$ cat src/rtl/shift_sequencer.sv
// Shift-datapath sequencer: sets the input/amount mux selects and steps RegDesloc through LOAD, SHIFT and WRITE.
// Optional macro SHIFT_ZERO_SKIP_EN: a zero shift amount skips the SHIFT step.
module shift_sequencer #(
    parameter int AMT_W = 5,
    parameter int OP_W  = 3
) (
    input  logic             clk,
    input  logic             reset,
    input  logic             start,
    input  logic [OP_W-1:0]  op,
    input  logic [AMT_W-1:0] amt_value,
    output logic [1:0]       shiftincontrol,
    output logic [1:0]       shiftamtcontrol,
    output logic [2:0]       shift,
    output logic             shift_wr,
    output logic             busy,
    output logic             done,
    output logic             err
);

    typedef enum logic [1:0] {
        S_IDLE  = 2'd0,
        S_LOAD  = 2'd1,
        S_SHIFT = 2'd2,
        S_WRITE = 2'd3
    } state_t;

    localparam logic [OP_W-1:0] OP_SLL  = OP_W'(0);
    localparam logic [OP_W-1:0] OP_SRL  = OP_W'(1);
    localparam logic [OP_W-1:0] OP_SRA  = OP_W'(2);
    localparam logic [OP_W-1:0] OP_SLLV = OP_W'(3);
    localparam logic [OP_W-1:0] OP_SRLV = OP_W'(4);
    localparam logic [OP_W-1:0] OP_SRAV = OP_W'(5);
    localparam logic [OP_W-1:0] OP_SRAM = OP_W'(6);

    localparam logic [2:0] SH_HOLD  = 3'b000;
    localparam logic [2:0] SH_LOAD  = 3'b001;
    localparam logic [2:0] SH_LEFT  = 3'b010;
    localparam logic [2:0] SH_RIGHT = 3'b011;
    localparam logic [2:0] SH_ARITH = 3'b100;

    state_t     r_state;
    state_t     w_next;
    logic [1:0] r_in_sel;
    logic [1:0] r_amt_sel;
    logic [2:0] r_shift_cmd;
    logic       r_err;
    logic       w_valid_op;
    logic       w_accept;
    logic       w_zero_amt;

    // Returns {input select, amount select} for a valid op.
    function automatic logic [3:0] f_sources(input logic [OP_W-1:0] f_op);
        case (f_op)
            OP_SLL, OP_SRL, OP_SRA:    f_sources = {2'b01, 2'b00};
            OP_SLLV, OP_SRLV, OP_SRAV: f_sources = {2'b01, 2'b01};
            OP_SRAM:                   f_sources = {2'b10, 2'b10};
            default:                   f_sources = {2'b00, 2'b00};
        endcase
    endfunction

    function automatic logic [2:0] f_direction(input logic [OP_W-1:0] f_op);
        case (f_op)
            OP_SLL, OP_SLLV: f_direction = SH_LEFT;
            OP_SRL, OP_SRLV: f_direction = SH_RIGHT;
            default:         f_direction = SH_ARITH;
        endcase
    endfunction

    assign w_valid_op = (op <= OP_SRAM);
    assign w_accept   = (r_state == S_IDLE) && start && w_valid_op;

`ifdef SHIFT_ZERO_SKIP_EN
    assign w_zero_amt = (amt_value == '0);
`else
    logic w_unused_amt;
    assign w_unused_amt = ^amt_value;
    assign w_zero_amt   = 1'b0;
`endif

    always_ff @(posedge clk or negedge reset) begin
        if (!reset) begin
            r_state     <= S_IDLE;
            r_in_sel    <= 2'b00;
            r_amt_sel   <= 2'b00;
            r_shift_cmd <= SH_HOLD;
            r_err       <= 1'b0;
        end else begin
            r_state <= w_next;
            r_err   <= (r_state == S_IDLE) && start && !w_valid_op;
            if (w_accept) begin
                {r_in_sel, r_amt_sel} <= f_sources(op);
                r_shift_cmd           <= f_direction(op);
            end
        end
    end

    always_comb begin
        w_next   = r_state;
        shift    = SH_HOLD;
        busy     = 1'b0;
        shift_wr = 1'b0;
        done     = 1'b0;
        case (r_state)
            S_IDLE: begin
                if (w_accept) w_next = S_LOAD;
            end
            S_LOAD: begin
                shift  = SH_LOAD;
                busy   = 1'b1;
                w_next = w_zero_amt ? S_WRITE : S_SHIFT;
            end
            S_SHIFT: begin
                shift  = r_shift_cmd;
                busy   = 1'b1;
                w_next = S_WRITE;
            end
            S_WRITE: begin
                busy     = 1'b1;
                shift_wr = 1'b1;
                done     = 1'b1;
                w_next   = S_IDLE;
            end
            default: w_next = S_IDLE;
        endcase
    end

    assign shiftincontrol  = r_in_sel;
    assign shiftamtcontrol = r_amt_sel;
    assign err             = r_err;

endmodule

$ cat config.mk
export PLATFORM = sky130hd
export DESIGN_NAME = shift_sequencer
export DESIGN_NICKNAME = d
export VERILOG_FILES = /design/src/rtl/shift_sequencer.sv
export SDC_FILE = /design/constraint.sdc
export NUM_CORES = 1
export LEC_CHECK = 0
export CORE_UTILIZATION = 40
export DETAILED_ROUTE_END_ITERATION = 10
export GPL_ROUTABILITY_DRIVEN = 0
export MAX_ROUTING_LAYER = met4
export PLACE_DENSITY = 0.78
export SLEW_MARGIN = 5
export SYNTH_ARGS = -nofsm -noshare
export SYNTH_HDL_FRONTEND = slang
export SYNTH_SLANG_ARGS = --single-unit
$ cat constraint.sdc
create_clock -name clk -period 2.1 [get_ports clk]
set_clock_uncertainty 0.15 [all_clocks]
set_input_delay 0.42 -clock clk [delete_from_list [all_inputs] [get_ports clk]]
set_output_delay 0.42 -clock clk [all_outputs]
set_load 0.02 [all_outputs]
======== After elaboration in Yosys (flattened, before gate mapping) ========
Cells that the tools add are included.
word-level totals
  register bits after elaboration ......... 10
  output and inout bits ................... 11
cells by class
  order comparisons ....................... 1
  multiplexer cells ....................... 7
  equal/unequal tests ..................... 10
  reduce and logical (&&, ||, !) cells .... 11
operators with widths
  kind                                                                   number
  3-bit case mux with 2 select lines                                     2
  4-bit case mux with 3 select lines                                     1
  3-bit equality test, second input constant                             3
  3-bit OR reduction                                                     3
  2-bit case mux with 4 select lines                                     1
  3-bit by 2-bit equality test with 1-bit output, second input constant  2
  2-bit equality test, second input constant                             2
  2-bit OR reduction                                                     2
  3-bit by 1-bit equality test with 1-bit output, second input constant  1
  3-bit <= comparator, second input constant                             1
  1-bit logical AND                                                      3
  3-bit logical NOT                                                      1
  2-bit by 1-bit equality test with 1-bit output, second input constant  1
  2-bit logical NOT                                                      1
  1-bit 2-to-1 mux                                                       2
  2-bit 2-to-1 mux                                                       1
  2-bit != test, second input constant                                   1
  1-bit logical NOT                                                      1

======== Longest topological paths before layout ========
Gate-level depths: netlist of run 1.
  word-level depth ........................ 5
  gate-level depth with buffers ........... 5
  gate-level depth less buffers ........... 5

======== Worst setup path after synthesis of run 1 ========
OpenSTA, ideal clock, no wires.
  path type ............................... reg2out
  start point ............................. reg r_state[0]
  end point ............................... out shift[0]
  slack ................................... 0.477 ns
  cell stages (with the launch flop) ...... 5
  arrival time ............................ 1.053 ns
  path buffers ............................ 0
  cells stage by stage .................... dfrtp_1 -> inv_1 -> ha_1 -> a21oi_1 -> nor2b_1
between the ends
  word-level cells in the longest chain between the ends .. 2
ends and longest elaborated chain
  element                                                                                       RTL line  RTL
  from (decl)                                                                                   42        state_t r_state;
  from (signal assigned)                                                                        89        r_state <= w_next;
  2-bit equality test / 2-bit by 1-bit equality test with 1-bit output (equally long branches)  104       case (r_state)
  3-bit case mux with 2 select lines *                                                          104
  to (decl)                                                                                     14        output logic [2:0] shift,
Every way passes the cells marked *; elsewhere a longest branch is shown, timed or not.

======== Worst setup path after layout of run 1 ========
  start point ............................. reg r_state[0]
  end point ............................... out shift[1]
The elaborated chain is that of the path after synthesis.

==> results of run 1 <==
==> layout by cell type, fill, tap and decap left out, drive strengths merged, types with 2 or more instances in the layout <==
master	n
clkdlybuf4s50	10
and2	2
dlygate4sd2	3
clkbuf	5
nor2	3
nand3	2
buf	5
a21o	2
nand2	3
o21ai	2
a21oi	4
ha	5
o22ai	2
dfrtp	9
dlymetal6s2s	2
inv	5
nor3	2
==> per-stage QoR <==
stage / hold slack (ns) / util (%) / cell area (µm²)
CTS: 0.309 / 63.7 / 746
global route: 0.320 / 63.8 / 747
finish: 0.294 / 63.8 / 747
floorplan: -0.0256 / - / 532
global placement: 0.320 / 61.9 / 724
detailed placement: 0.320 / 61.9 / 724
==> worst max-delay path by stage <==
| stage | endpoint | slack [ns] | cells after the start |
|---|---|---|---|
| 3_3_place_gp | shift[0] | 0.06 | 5 |
| 3_5_place_dp | shift[0] | 0.02 | 5 |
| 4_1_cts | shift[0] | 0.02 | 5 |
| 5_1_grt | shift[2] | 0.02 | 4 |
| 6_report | shift[1] | 0.10 | 4 |
| 2_1_floorplan | shift[0] | 0.48 | 4 |
==> cell families (layout without fill, tap and decap cells) <==
kind of cell	count (synthesis)	in the layout	synth area share, %
AO/OA/AOI/OAI	15	15	19.5
XOR/XNOR	1	1	1.65
adder cells (fa/ha/maj)	5	5	11.8
buffers and inverters	8	30	7.76
flip-flops	9	9	42.4
multiplexers	2	2	4.00
AND/OR/NAND/NOR	13	13	12.9
==> routing by layer <==
layer,share of wire (%),wire length (µm),up-vias
met5,0,0,-
li1,-,-,228
met4,0.78,8,0
met1,43,443,198
met3,7.6,78,2
met2,49,500,13
==> power groups by stage <==
stage	Combinational [W]	Clock, W	Sequential, W
3_5_place_dp	0.000664	0	0.000308
2_1_floorplan	0.000374	0	0.000335
6_report	0.000623	0.000129	0.000305
3_3_place_gp	0.000648	0	0.000304
4_1_cts	0.000637	0.000133	0.000305
5_1_grt	0.000691	0.000145	0.000314
==> final cells by class <==
cell class | instances | share of cell area, %
Multi-Input combinational cell | 36 | 35.5
Sequential cell | 9 | 30.2
Timing Repair Buffer | 21 | 26.0
Clock buffer | 4 | 3.52
Inverter | 5 | 2.51
Tap cell | 14 | 2.35
==> flip-flops by register name, indices dropped and copies added (netlist names) <==
name and cells:
err 1, r_shift_cmd 3, r_state 2, shiftamtcontrol 1
shiftincontrol 2
==> flow_summary.ini, run 1 <==
[clock_tree]
clkTransAtPathRegs_ns = 0.06
cts_tree = done
cts_hold_buffers = 0
cts_setup_buffers = 0
clk_latency_ns = 0.26
cts_sinks = 9
cts_resized = 4
htreeDepth = 1
root_buffer = clkbuf_4
clk_path_buf_depth = 2
numCtsBuffers = 3

[layout]
nets = 92
fill_cells = 95
drive_above_1_share_pct = 16.0
area_growth_pct = 40.5
regArea_um2 = 225
diodes = 0
multi_input_area_um2 = 265
fin_cells = 89

[sta]
setup_ws_ns = 0.104
fin_tns_setup_ns = 0
report.final.setup_viol = 0
fin_crit_ns = 2.00
hold_viol = 0
max_freq_mhz = 501
slew_headroom_pct = 74.3
worstMarginPinSlew_ns = 0.384
finalCritPeriodShare_pct = 95.1
rsz0062_at_grt = false
drv_slew = 0

[placed_design]
portBuffers = 16
place_inst = 85
post-place-ws_ns = 0.0218
dp_hpwl_um = 808

[critical_path]
ff2ff_setup_slack_ns = 0.46
crit_family = buffers and inverters
cp_max_fo = 4
regToRegStartpoint = r_state[1]
path_cells = inv_1, ha_1, and2_1, dlygate4sd2_1
critical_path.endpoint_type = output pin
crit_slowest_cell = dfrtp_1
crit_required_ns = 1.53
crit_type = reg -> out
max_stage_delay_ns = 0.37
worstPathArrival_ns = 1.43
path_buf_inv = 2
cp-start-kind = flip-flop
worst_r2r_endpoint = r_state[1]
startpoint = r_state[0]
reg2reg_depth = 4

[synthesis]
yosys_most_used_dff = dfrtp_1
ys_types = 25
syn_area_um2 = 532
avgSynthCellArea_um2 = 10.0
yosys.area.top_type = dfrtp_1
synth_seq_cells = 9
yosysSeqAreaShare_pct = 42.4
netlist_top_cells_count = dfrtp_1, ha_1, inv_1
ys_async_sr_fraction_pct = 100
synth_top_area_share_pct = 42.4
syn_inst = 53
ys_warn_count = 0
synth_most_common_cell = dfrtp_1
synthTopCellsByArea = dfrtp_1, ha_1, buf_4, a21oi_1, inv_1
synth_nets = 69
synth_edf_count = 0

[route]
drt_wl_total_um = 1030
via_per_inst = 4.96
drt_iter0_drc = 2
drt_pass1_iterations = 4
vias = 441
drt.antenna.violating_nets = 0
post-route-drc-count = 0
post_drt_wl_per_cell_um = 11.6

[die]
io_pins = 22
dieArea_um2 = 1480
die_w_um = 38.5
rows = 12
core-area_um2 = 1170
initial_utilization_pct = 45.4
chipHeight_um = 38.5

[run_status]
run_status = finished clean

[global_routing]
gr-total-overflow = 0
met2_usage_pct = 31.4
grt_use_total_pct = 18.6
grt_pass1_vias = 434
antenna_found_initial = 0
grtUsageMet3_pct = 8.72
top_usage_layer = met2
grt_pass1_wl_um = 1750
grt_max_degree = 11
grt_use_met1_pct = 19.5

[pwr]
power.density_nw_per_um2 = 1410
internal_power_w = 0.000627
clkPwrFrac_pct = 12.2
total_power_w = 0.00106
seq_power_share_pct = 28.9
p_leak_nw = 0.382
peakVddDrop_mv = 0.697
combPwrFrac_pct = 59.0
p_sw_w = 0.000430
swShare_pct = 40.7

[job]
maxCapViolations = 0

[hold_path]
hold_class = in -> async
No activity file was read; power rests on OpenSTA's default activity.
==> run 2: changes to the inputs <==
--- a/config.mk
+++ b/config.mk
@@ -5,6 +5,7 @@
 export SDC_FILE = /design/constraint.sdc
 export NUM_CORES = 1
 export LEC_CHECK = 0
+export CAP_MARGIN = 25
 export CORE_UTILIZATION = 40
 export DETAILED_ROUTE_END_ITERATION = 10
 export GPL_ROUTABILITY_DRIVEN = 0
==> results of run 2 <==
Final layout, timing and power as in run 1 (identical DEF).
==> run 3: changes to the inputs <==
--- a/config.mk
+++ b/config.mk
@@ -9,6 +9,7 @@
 export CORE_UTILIZATION = 40
 export DETAILED_ROUTE_END_ITERATION = 10
 export GPL_ROUTABILITY_DRIVEN = 0
+export GPL_TIMING_DRIVEN = 0
 export MAX_ROUTING_LAYER = met4
 export PLACE_DENSITY = 0.78
 export SLEW_MARGIN = 5
==> run 3 against run 2 <==
Net effect: highest routed layer is now met3; first-iteration DRC count rose to 7.0 times the previous value; fmax up 0.32%; wire length down 9.2%; register-to-register slack worse by 0.06 ns; combinational power down 3%; flip-flop and latch count unchanged; sequential power up 1%; critical endpoint is now done; largest cell class unchanged; via count down 0.91%; non-clock buffer count down 3; die area unchanged; global-route usage down 1.4 points; clock power about the same.
==> flow_summary.ini, run 3 (synthesis results as in run 1) <==
[layout]
diodes = 0
drive_above_1_share_pct = 18.1
area_growth_pct = 34.4
fill_cells = 98
fin_cells = 86
largest_register_ff_count = 3
final_cell_mix = clkdlybuf4s50_1, dfrtp_1, inv_1, a21oi_1, ha_1
layout_commonest_cell = clkdlybuf4s50_1
top_register = r_shift_cmd
nets = 89

[global_routing]
grtUsageMet3_pct = 8.72
grt_pass1_wl_um = 1620
gr-total-overflow = 0
antenna_found_initial = 0
grt_use_met1_pct = 20.4
top_usage_layer = met2
met2_usage_pct = 25.4
grt_use_total_pct = 17.2
grt_max_degree = 11
grt_pass1_vias = 380

[route]
drt_iter0_drc = 14
post_drt_wl_per_cell_um = 10.9
vias = 437
drt_pass1_iterations = 4
drt.antenna.violating_nets = 0
post-route-drc-count = 0
drt_wl_total_um = 934
via_per_inst = 5.08

[pwr]
p_leak_nw = 0.348
peakVddDrop_mv = 0.615
total_power_w = 0.00105
power.density_nw_per_um2 = 1460

[sta]
setup_ws_ns = 0.110
drv_slew = 0
rsz0062_at_grt = false
finalCritPeriodShare_pct = 94.8
worstMarginPinSlew_ns = 0.391
fin_crit_ns = 1.99
hold_viol = 0
max_freq_mhz = 503
timing.hold.ws_ns = 0.259
slew_headroom_pct = 73.8
report.final.setup_viol = 0

[clock_tree]
root_buffer = clkbuf_4
cts_setup_buffers = 0
clk_latency_ns = 0.26
numCtsBuffers = 3
cts_sinks = 9
htreeDepth = 1
cts_hold_buffers = 0
cts_tree = done
clk_path_buf_depth = 2
clkTransAtPathRegs_ns = 0.06

[die]
die_w_um = 38.5
core-area_um2 = 1170
rows = 12
initial_utilization_pct = 45.4
chipHeight_um = 38.5
io_pins = 22
dieArea_um2 = 1480

[placed_design]
dp_hpwl_um = 736
portBuffers = 15
place_inst = 82
post-place-ws_ns = -0.0123

[critical_path]
crit_family = buffers and inverters
crit_type = reg -> out
path_depth = 2
cp_max_fo = 4
reg2reg_depth = 4
worstPathArrival_ns = 1.42
max_stage_delay_ns = 0.60
crit_slowest_cell = clkdlybuf4s50_1
path_buf_inv = 1
cp-start-kind = flip-flop
critical_path.endpoint_type = output pin
crit_required_ns = 1.53
path_cells = ha_1, clkdlybuf4s50_1

[run_status]
run_status = finished clean

[hold_path]
whs_path_depth = 2
hold_class = in -> reg

[job]
maxCapViolations = 0
run 3: changes by cell type in the layout (fill, tap and decap cells not counted), sizes merged:
cell          before  now
clkbuf             5    7
dlymetal6s2s       2    1
dlygate4sd2        3    1
buf                5    3
run 3: path summary, 6_finish.rpt:
kind	startpoint	to	slack [ns]
min reg2reg	shiftincontrol[0]	shiftincontrol[0]	0.35
max reg2reg	r_state[0]	r_state[1]	0.40
min	op[0]	r_shift_cmd[2]	0.26
max	r_state[1]	done	0.11
min in group asynchronous	reset	r_shift_cmd[1]	0.30
max in group asynchronous	reset	shiftincontrol[1]	1.22
run 3: where the power goes:
| group | internal (W) | switching [W] | total, W |
|---|---|---|---|
| clock network | 0.0000729 | 0.0000559 | 0.000129 |
| logic | 0.000295 | 0.000311 | 0.000607 |
| registers | 0.000253 | 0.0000569 | 0.000309 |
run 3: what timing repair did:
item / in CTS / in global routing
endpoints found under the hold margin: 0 / 0
pin swaps: 0 / 0
resized for setup: 5 / 7
endpoints found under the setup margin: 4 / 4
run 3: through the flow:
step	util, %	area, µm²	TNS (ns)
6_report	61.0	714	0
4_1_cts	61.6	722	0
3_5_place_dp	59.7	699	-0.0123
3_3_place_gp	59.7	699	-0.00537
5_1_grt	61.0	714	0
2_1_floorplan	-	532	0
run 3: layout make-up:
class,instances,area (µm²),share of cell area (%)
Inverter,5,18.8,2.63
Clock buffer,4,26.3,3.68
Tap cell,14,17.5,2.45
Timing Repair Buffer,15,136,19.1
Buffer,3,22.5,3.15
Multi-Input combinational cell,36,268,37.5
Sequential cell,9,225,31.5
run 3: metal layers:
metal	vias to the layer above	routed length, µm
met5	-	0
met4	0	0
met3	0	80
met2	19	449
met1	197	403
li1	221	-
